`src/rtl/reg_wordline_decode_4_16_pkg.sv`:
```
// rtl/reg_wordline_decode_4_16_pkg.sv - shared constants and types for the regfile wordline decode
// Purpose: register ID width, wordline count and the one-hot wordline type
//          used by the decoders and the top-level state registers.
package reg_wordline_decode_4_16_pkg;

    localparam int ID_W    = 4;
    localparam int NUM_REG = 16;   // must equal 2**ID_W; other sizes are not supported

    typedef logic [NUM_REG-1:0] wordline_t;
    typedef logic [ID_W-1:0]    reg_id_t;

endpackage

```
`src/rtl/reg_wordline_decode_4_16_read_decoder.sv`:
```
// rtl/reg_wordline_decode_4_16_read_decoder.sv - unconditional 4-to-16 one-hot decoder
// Purpose: RegId -> one-hot Wordline, purely combinational.
// Ports:
//   RegId    in  4   register ID
//   Wordline out 16  one-hot select (bit RegId set)
module ReadDecoder_4_16
    import reg_wordline_decode_4_16_pkg::*;
(
    input  logic [ID_W-1:0]    RegId,
    output logic [NUM_REG-1:0] Wordline
);

    // A shift rather than a case statement so that an X/Z on RegId shows up
    // as X on the wordline instead of being silently masked.
    assign Wordline = wordline_t'(1) << RegId;

endmodule

```
`src/rtl/reg_wordline_decode_4_16_write_decoder.sv`:
```
// rtl/reg_wordline_decode_4_16_write_decoder.sv - enable-gated 4-to-16 one-hot decoder
// Purpose: RegId -> one-hot Wordline when WriteReg is high, all-zero otherwise.
// Ports:
//   RegId    in  4   register ID
//   WriteReg in  1   write enable
//   Wordline out 16  one-hot select or all-zero
module WriteDecoder_4_16
    import reg_wordline_decode_4_16_pkg::*;
(
    input  logic [ID_W-1:0]    RegId,
    input  logic               WriteReg,
    output logic [NUM_REG-1:0] Wordline
);

    wordline_t raw_wordline;

    ReadDecoder_4_16 u_decode (
        .RegId    (RegId),
        .Wordline (raw_wordline)
    );

    assign Wordline = raw_wordline & {NUM_REG{WriteReg}};

endmodule

```
`src/rtl/reg_wordline_decode_4_16.sv`:
```
// rtl/reg_wordline_decode_4_16.sv - regfile read/write wordline decode with last-write record
// Purpose: combinational read and write wordline decode for a 16x16 regfile,
//          plus a registered copy of the most recent committed write wordline.
// Ports:
//   clk            in  1   clock, rising edge
//   rst_n          in  1   asynchronous active-low reset
//   RdRegId        in  4   register ID to read
//   WrRegId        in  4   register ID to write
//   WriteReg       in  1   write enable
//   ReadWordline   out 16  one-hot read select (combinational)
//   WriteWordline  out 16  one-hot write select or zero (combinational)
//   LastWrWordline out 16  WriteWordline captured at the last write edge
//   WrValid        out 1   set once any write has been committed since reset
module reg_wordline_decode_4_16
    import reg_wordline_decode_4_16_pkg::*;
(
    input  logic               clk,
    input  logic               rst_n,
    input  logic [ID_W-1:0]    RdRegId,
    input  logic [ID_W-1:0]    WrRegId,
    input  logic               WriteReg,
    output logic [NUM_REG-1:0] ReadWordline,
    output logic [NUM_REG-1:0] WriteWordline,
    output logic [NUM_REG-1:0] LastWrWordline,
    output logic               WrValid
);

    wordline_t last_wr_wordline_q, last_wr_wordline_d;
    logic      wr_valid_q, wr_valid_d;

    // Decode paths never see clk/rst_n, so they stay live during reset.
    ReadDecoder_4_16 u_read_dec (
        .RegId    (RdRegId),
        .Wordline (ReadWordline)
    );

    WriteDecoder_4_16 u_write_dec (
        .RegId    (WrRegId),
        .WriteReg (WriteReg),
        .Wordline (WriteWordline)
    );

    always_comb begin
        last_wr_wordline_d = last_wr_wordline_q;
        wr_valid_d         = wr_valid_q;
        if (WriteReg) begin
            last_wr_wordline_d = WriteWordline;
            wr_valid_d         = 1'b1;
        end
    end

    always_ff @(posedge clk or negedge rst_n) begin
        if (!rst_n) begin
            last_wr_wordline_q <= '0;
            wr_valid_q         <= 1'b0;
        end else begin
            last_wr_wordline_q <= last_wr_wordline_d;
            wr_valid_q         <= wr_valid_d;
        end
    end

    assign LastWrWordline = last_wr_wordline_q;
    assign WrValid        = wr_valid_q;

endmodule

```
`config.mk`:
```
export PLATFORM = sky130hd
export DESIGN_NAME = reg_wordline_decode_4_16
export DESIGN_NICKNAME = d
export VERILOG_FILES = /design/src/rtl/reg_wordline_decode_4_16_pkg.sv /design/src/rtl/reg_wordline_decode_4_16_read_decoder.sv /design/src/rtl/reg_wordline_decode_4_16_write_decoder.sv /design/src/rtl/reg_wordline_decode_4_16.sv
export SDC_FILE = /design/constraint.sdc
export NUM_CORES = 1
export LEC_CHECK = 0
export CORE_MARGIN = 5
export CORE_UTILIZATION = 37
export CTS_CLUSTER_DIAMETER = 200
export CTS_CLUSTER_SIZE = 10
export DETAILED_ROUTE_END_ITERATION = 16
export GPL_ROUTABILITY_DRIVEN = 1
export PLACE_DENSITY = 0.9
export SLEW_MARGIN = 20
export SYNTH_ARGS = -nofsm -noshare
export SYNTH_HDL_FRONTEND = slang
export SYNTH_SLANG_ARGS = --single-unit
```
`constraint.sdc`:
```
create_clock -name clk -period 1.7 [get_ports clk]
set_clock_uncertainty 0.15 [all_clocks]
set_input_delay 0.17 -clock clk [delete_from_list [all_inputs] [get_ports clk]]
set_output_delay 0.17 -clock clk [all_outputs]
set_load 0.01 [all_outputs]
```
==> results of run 1 <==
-- path summary, 6_finish.rpt --
check	startpoint	end	slack, ps	cells after the start
min in group clk	WriteReg	LastWrWordline[15]	310	3
max reg2reg	WrValid	WrValid	800	1
min reg2reg	WrValid	WrValid	320	1
max	WrRegId[3]	WriteWordline[5]	20	4
min	rst_n	LastWrWordline[14]	50	2
max in group asynchronous	rst_n	LastWrWordline[15]	1160	2
-- area by class of cell --
class | instances | area (sq um)
repair buffers | 79 | 738
fillers | 173 | 548
flip-flops and latches | 17 | 425
multi-input cells | 63 | 419
inverters | 16 | 60.1
well taps | 28 | 35.0
clock buffers | 4 | 26.3
diodes | 1 | 2.50
-- cells in the final DEF (no fill, tap or decap) --
cell type,count
nor3_1,6
clkbuf_4,3
nand3b_2,1
nor4_1,1
buf_4,17
nand2_2,1
nand2b_4,4
nor2_2,4
nand3_2,1
clkdlybuf4s15_2,5
nand2_1,2
o22ai_2,4
clkbuf_1,1
inv_1,16
bufbuf_16,1
diode_2,1
clkbuf_2,2
or2_4,1
o22ai_1,12
dfrtp_1,17
buf_6,1
buf_2,3
clkdlybuf4s50_1,30
nand3b_4,1
nand2b_2,2
dlygate4sd2_1,18
dlymetal6s2s_1,1
buf_8,1
or2_2,1
nor2_1,21
or3b_4,1
-- flip-flops by register name, summed over array words and instances, names as in the netlist --
register,cells
LastWrWordline,16
WrValid,1
-- kinds of logic (layout without fill, tap and decap cells) --
kind of cell / count (synthesis) / count (layout) / share of synthesized area [%]
buffers and inverters: 22 / 99 / 10.6
and+or+nand+nor: 47 / 47 / 27.0
AOI/OAI and AO/OA: 16 / 16 / 14.2
DFF: 17 / 17 / 48.2
other: 0 / 1 / 0
-- stage by stage --
stage                     power, mW  std cells
final                         0.890        208
after CTS                     0.887        207
after detailed placement      0.658        200
after floorplan               0.516        102
after global placement        0.648        200
after global routing          0.937        208
-- power by group --
part           leakage [nW]  switching [mW]  internal (mW)
Sequential            0.228         0.00776          0.418
Clock                0.0150           0.126         0.0912
Combinational         0.574           0.119          0.128
-- what timing repair did --
action,4_1_cts,5_1_grt
gates resized for setup,57,9
pin swaps,1,0
setup buffers,2,0
gates cloned,1,0
endpoints found under the setup margin,32,10
-- per-layer routing --
metal,vias to the layer above,routed length [um]
met5,-,0
met4,0,170
met3,16,132
met2,44,2090
met1,549,1170
li1,489,-
==> summary.txt, run 1 <==
Outcome
  – Outcome: finished, final reports clean

Die
  – Die Ht: 58.8 um
  – IO Count: 60
  – Row cnt: 17
  – Core ar.: about 2300 sq um
  – Die area: 3460 sq um
  – Chip width: just under 60 um
  – Initial core utilization: between 30% and 40%

Detailed routing
  – WL/cell: approximately 17 um
  – Via density: ~5.3
  – Initial DRC Count: 30
  – Final ANT Viol Nets: 0
  – Drt drc: 0
  – Final WL: 3.57 mm
  – Router iterations before antenna repair: 4
  – Routed via count: 1098

Worst setup path
  – CP max stage delay: around 470 ps
  – Crit path arrival time: between 1000 and 1500 ps
  – CP delay by family, top: buffers and inverters
  – Crit-path cells: clkdlybuf4s50_1, nand2b_2, nor2_1, dlygate4sd2_1
  – Crit path required time: approximately 1400 ps
  – Buf+Inv Stages, Crit Path: 2
  – Setup crit start kind: input port
  – CP endpoint kind: output port
  – Critical path class: in -> out
  – Slowest-stage cell, CP: clkdlybuf4s50_1
  – Maximum fanout along the worst path: 7

Place
  – Port Buf Inserts: between 50 and 60
  – Placed inst area: ~1600 sq um
  – GP Congestion: 0.814
  – DP Worst Slack: -504 ps
  – HPWL after DPL: about 2.6 mm

Global routing
  – Initial antenna violation count: 1
  – Vias in the first global route: around 1100
  – Met1 usage: 20.7%
  – Largest net degree at the start of global routing: 18
  – Grt peak-use layer: met2
  – First-pass GRT wire length: approximately 5.6 mm
  – Routing usage on met3: 2.19%
  – Total global-route track usage: 21.5%
  – GRT Residual Overflow: 0
  – M2 GR Usage: between 40% and 50%

Synth
  – Synth top area cells: dfrtp_1, nor2_1, o22ai_1, inv_1, o22ai_2
  – Predominant post-synthesis flop cell: dfrtp_1
  – Largest area contributor in the netlist: dfrtp_1
  – Cell area after synthesis: 882 sq um
  – FFs w/ async S/R, synth: 100%
  – Seq/Total Area, Yosys: between 40% and 50%
  – Post-synth EDFFs: 0
  – Synth cell types: 17
  – Average instance area after synthesis: just under 9 sq um
  – Most frequent cell after synthesis: nor2_1
  – Yosys reg bits: 17
  – Syn Nets: 113
  – Top cells by count, synth: nor2_1, dfrtp_1, inv_1
  – YS warnings: 0
  – Synth Instances: between 100 and 150
  – Yosys top cell area share: between 40 and 50%

Power and ir drop
  – PwrDens: between 500 and 600 nW/um^2
  – Worst IR drop on VDD: 0.301 mV
  – Leakage: between 0.8 and 0.9 nW

Clocking
  – TritonCTS clock tree: built
  – CTS Hold Buffers Added: 0
  – Clock Path Buffers: 2
  – CTS root buffer: clkbuf_4
  – Clock sinks: 17
  – Worst-skew pair later-pin latency: a little under 300 ps
  – CTS buffer count: 3
  – Worst-path clk slew: about 100 ps
  – H-tree depth: 1

Cells and area
  – Area added between synthesis and finish: 93.5%
  – Final core occ: between 70% and 80%
  – Design Area, Final: around 1700 sq um
  – Fin nets: ~190
  – Layout cells sized above 1: ~30%

Run
  – Reported max-cap violation count: 0

STA
  – Slew HR: just over 80%
  – Final period util: between 90% and 100%
  – Fin Setup TNS: 0 ps
  – Worst-Margin Slew: between 200 and 300 ps
  – Max Freq: slightly below 600 MHz
  – Final setup viols: 0
  – Hold Vio Cnt, Final: 0
  – Final Max Slew Viols: 0
  – Min Tclk post-route: between 1500 and 2000 ps
  – Worst setup margin: between 15 and 20 ps
  – WHS: 45.2 ps
  – RSZ-0062 raised after global routing: true

Worst hold path
  – Min-Delay Path Class: in -> async
No activity file was read; power rests on OpenSTA's default activity.
==> run 2, diff against run 1 <==
Settings changed: SLEW_MARGIN 20 to 10.
==> results of run 2 <==
Same layout as run 1: the final DEF is identical, and so are final timing and power.
==> run 3, diff against run 2 <==
Settings changed: PLACE_DENSITY 0.9 to 0.8.
==> run 3 against run 2 <==
Clock power down 4%. Sequential share of layout area up 0.56 points. Combinational power down 6%. Routed wire length down 7.6%. Via count down 5.5%. Die area unchanged. Final cell count up 0.96%. Global-route usage down 1.1 points. Register-to-register slack worse by 30 ps. Non-clock buffer count up 3. Highest routed layer unchanged. Critical endpoint is now WriteWordline[14].
==> summary.txt, run 3 (synthesized netlist as in run 1, its figures left out) <==
Cells and area
  – Finished Layout Cells: 210
  – Max reg flops: 16
  – Antenna Cells: 0
  – Layout cells sized above 1: 27.5%
  – Commonest non-fill, non-tap cell in the layout: clkdlybuf4s50_1
  – Design Area, Final: around 1700 sq um
  – Commonest cells after routing, fill and taps aside: clkdlybuf4s50_1, nor2_1, buf_4, dlygate4sd2_1, dfrtp_1
  – Fillers: 172
  – Area added between synthesis and finish: 89.2%
  – Fin nets: 194
  – Final core occ: 74.0%

Global routing
  – Total global-route track usage: about a fifth
  – First-pass GRT wire length: ~5.3 mm
  – Vias in the first global route: 1082
  – Initial antenna violation count: 0
  – GRT Residual Overflow: 0
  – Largest net degree at the start of global routing: 21

Die
  – Initial core utilization: roughly two fifths
  – IO Count: 60
  – Die area: approximately 3500 sq um
  – Chip width: a little under 60 um
  – Die Ht: between 50 and 60 um
  – Row cnt: 17
  – Core ar.: about 2300 sq um

Detailed routing
  – Final ANT Viol Nets: 0
  – Router iterations before antenna repair: 4
  – WL/cell: approximately 16 um
  – Via density: approximately 4.9
  – Final WL: 3.29 mm
  – Routed via count: 1038
  – Initial DRC Count: 20
  – Drt drc: 0

Power and ir drop
  – Clock power share: approximately a quarter
  – Worst IR drop on VDD: ~0.63 mV
  – Sequential Power Share: 49.1%
  – Leakage: roughly 0.79 nW
  – Sw Ratio: 27.7%
  – Pint: 0.627 mW
  – Comb power frac: roughly 27%
  – PwrDens: between 500 and 600 nW/um^2
  – Sw Pwr: between 0.2 and 0.25 mW

Worst setup path
  – Crit-path cells: clkdlybuf4s50_1, nand2_1, nor2_1, dlygate4sd2_1
  – Maximum fanout along the worst path: 6
  – Critical path class: in -> out
  – Crit path arrival time: about 1400 ps
  – Slowest-stage cell, CP: clkdlybuf4s50_1
  – Setup crit start kind: input port
  – CP max stage delay: approximately 520 ps
  – Crit path required time: 1380 ps
  – CP endpoint kind: output port

Clocking
  – Worst-path clk slew: ~90 ps
  – H-tree depth: 1
  – Worst-skew pair later-pin latency: about 280 ps
  – TritonCTS clock tree: built
  – CTS root buffer: clkbuf_4
  – CTS buffer count: 3
  – Clock sinks: 17
  – Clock Path Buffers: 2

STA
  – Slew HR: approximately 83%
  – Worst-Margin Slew: roughly 250 ps
  – Final period util: 98.9%
  – WHS: 44.5 ps
  – Min Tclk post-route: roughly 1700 ps
  – Worst setup margin: between 15 and 20 ps
  – Hold Vio Cnt, Final: 0
  – Final Max Slew Viols: 0
  – RSZ-0062 raised after global routing: true
  – Final setup viols: 0
  – Max Freq: 595 MHz

Place
  – HPWL after DPL: between 2 and 3 mm
  – Placed Cells: just over 200
  – DP Worst Slack: -521 ps
  – Placed inst area: 1620 sq um
  – Port Buf Inserts: between 50 and 60
  – GP Congestion: between 0.8 and 0.9

Outcome
  – Outcome: finished, final reports clean

Run
  – Reported max-cap violation count: 0

Worst hold path
  – Min-Delay Path Class: in -> async
[run 3: cell count changes in the layout (fill, tap and decap cells not counted), moves of 3 or more]
cell,previous run,this run
clkbuf_2,2,6
nand2b_1,0,3
clkdlybuf4s15_2,5,0
buf_4,17,21
[run 3: critical path, delay by kind of cell]
kind | cells | cell delay, ps
simple gates | 2 | 370
buf+inv | 2 | 820
[run 3: what timing repair did]
action | CTS | global route
hold buffers | 0 | 0
endpoints found under the setup margin | 32 | 17
pin swaps | 1 | 0
setup buffers | 4 | 0
resized for setup | 43 | 14
[run 3: routing by layer]
layer	global-route usage (%)	part of all wire (%)	up-vias
met4	8.41	2.2	0
met5	0	0	-
met1	21.0	33	506
li1	-	-	494
met3	5.04	3.7	8
met2	38.6	61	30
[run 3: per-stage QoR]
stage | setup TNS (ps) | total power, mW
2_1_floorplan | 0 | 0.516
5_1_grt | -126 | 0.917
3_3_place_gp | -9490 | 0.650
6_report | 0 | 0.867
4_1_cts | 0 | 0.875
3_5_place_dp | -10710 | 0.659
[run 3: worst paths after layout]
check / from / end / slack [ps] / cells past startpoint
worst max register to register: WrValid / WrValid / 770 / 1
worst min register to register: WrValid / WrValid / 350 / 1
worst min-delay path: rst_n / LastWrWordline[6] / 40 / 2
min in group clk: WriteReg / LastWrWordline[12] / 270 / 3
max in group asynchronous: rst_n / LastWrWordline[7] / 1170 / 2
worst max-delay path: WrRegId[2] / WriteWordline[14] / 20 / 4
[run 3: area by class of cell]
cell class / instances / area (sq um) / share of cell area (%)
clock buffer: 4 / 26.3 / 1.57
inverter: 16 / 60.1 / 3.60
multi-input combinational: 63 / 403 / 24.1
sequential: 17 / 425 / 25.5
tap: 28 / 35.0 / 2.10
timing repair buffer: 82 / 719 / 43.1
[run 3: power by group through the flow]
| stage | Sequential, mW | Clock, mW | Combinational (mW) |
|---|---|---|---|
| floorplan | 0.440 | 0 | 0.0762 |
| global placement | 0.432 | 0 | 0.218 |
| detailed placement | 0.434 | 0 | 0.225 |
| CTS | 0.426 | 0.216 | 0.233 |
| global route | 0.428 | 0.239 | 0.250 |
| finish | 0.426 | 0.208 | 0.233 |
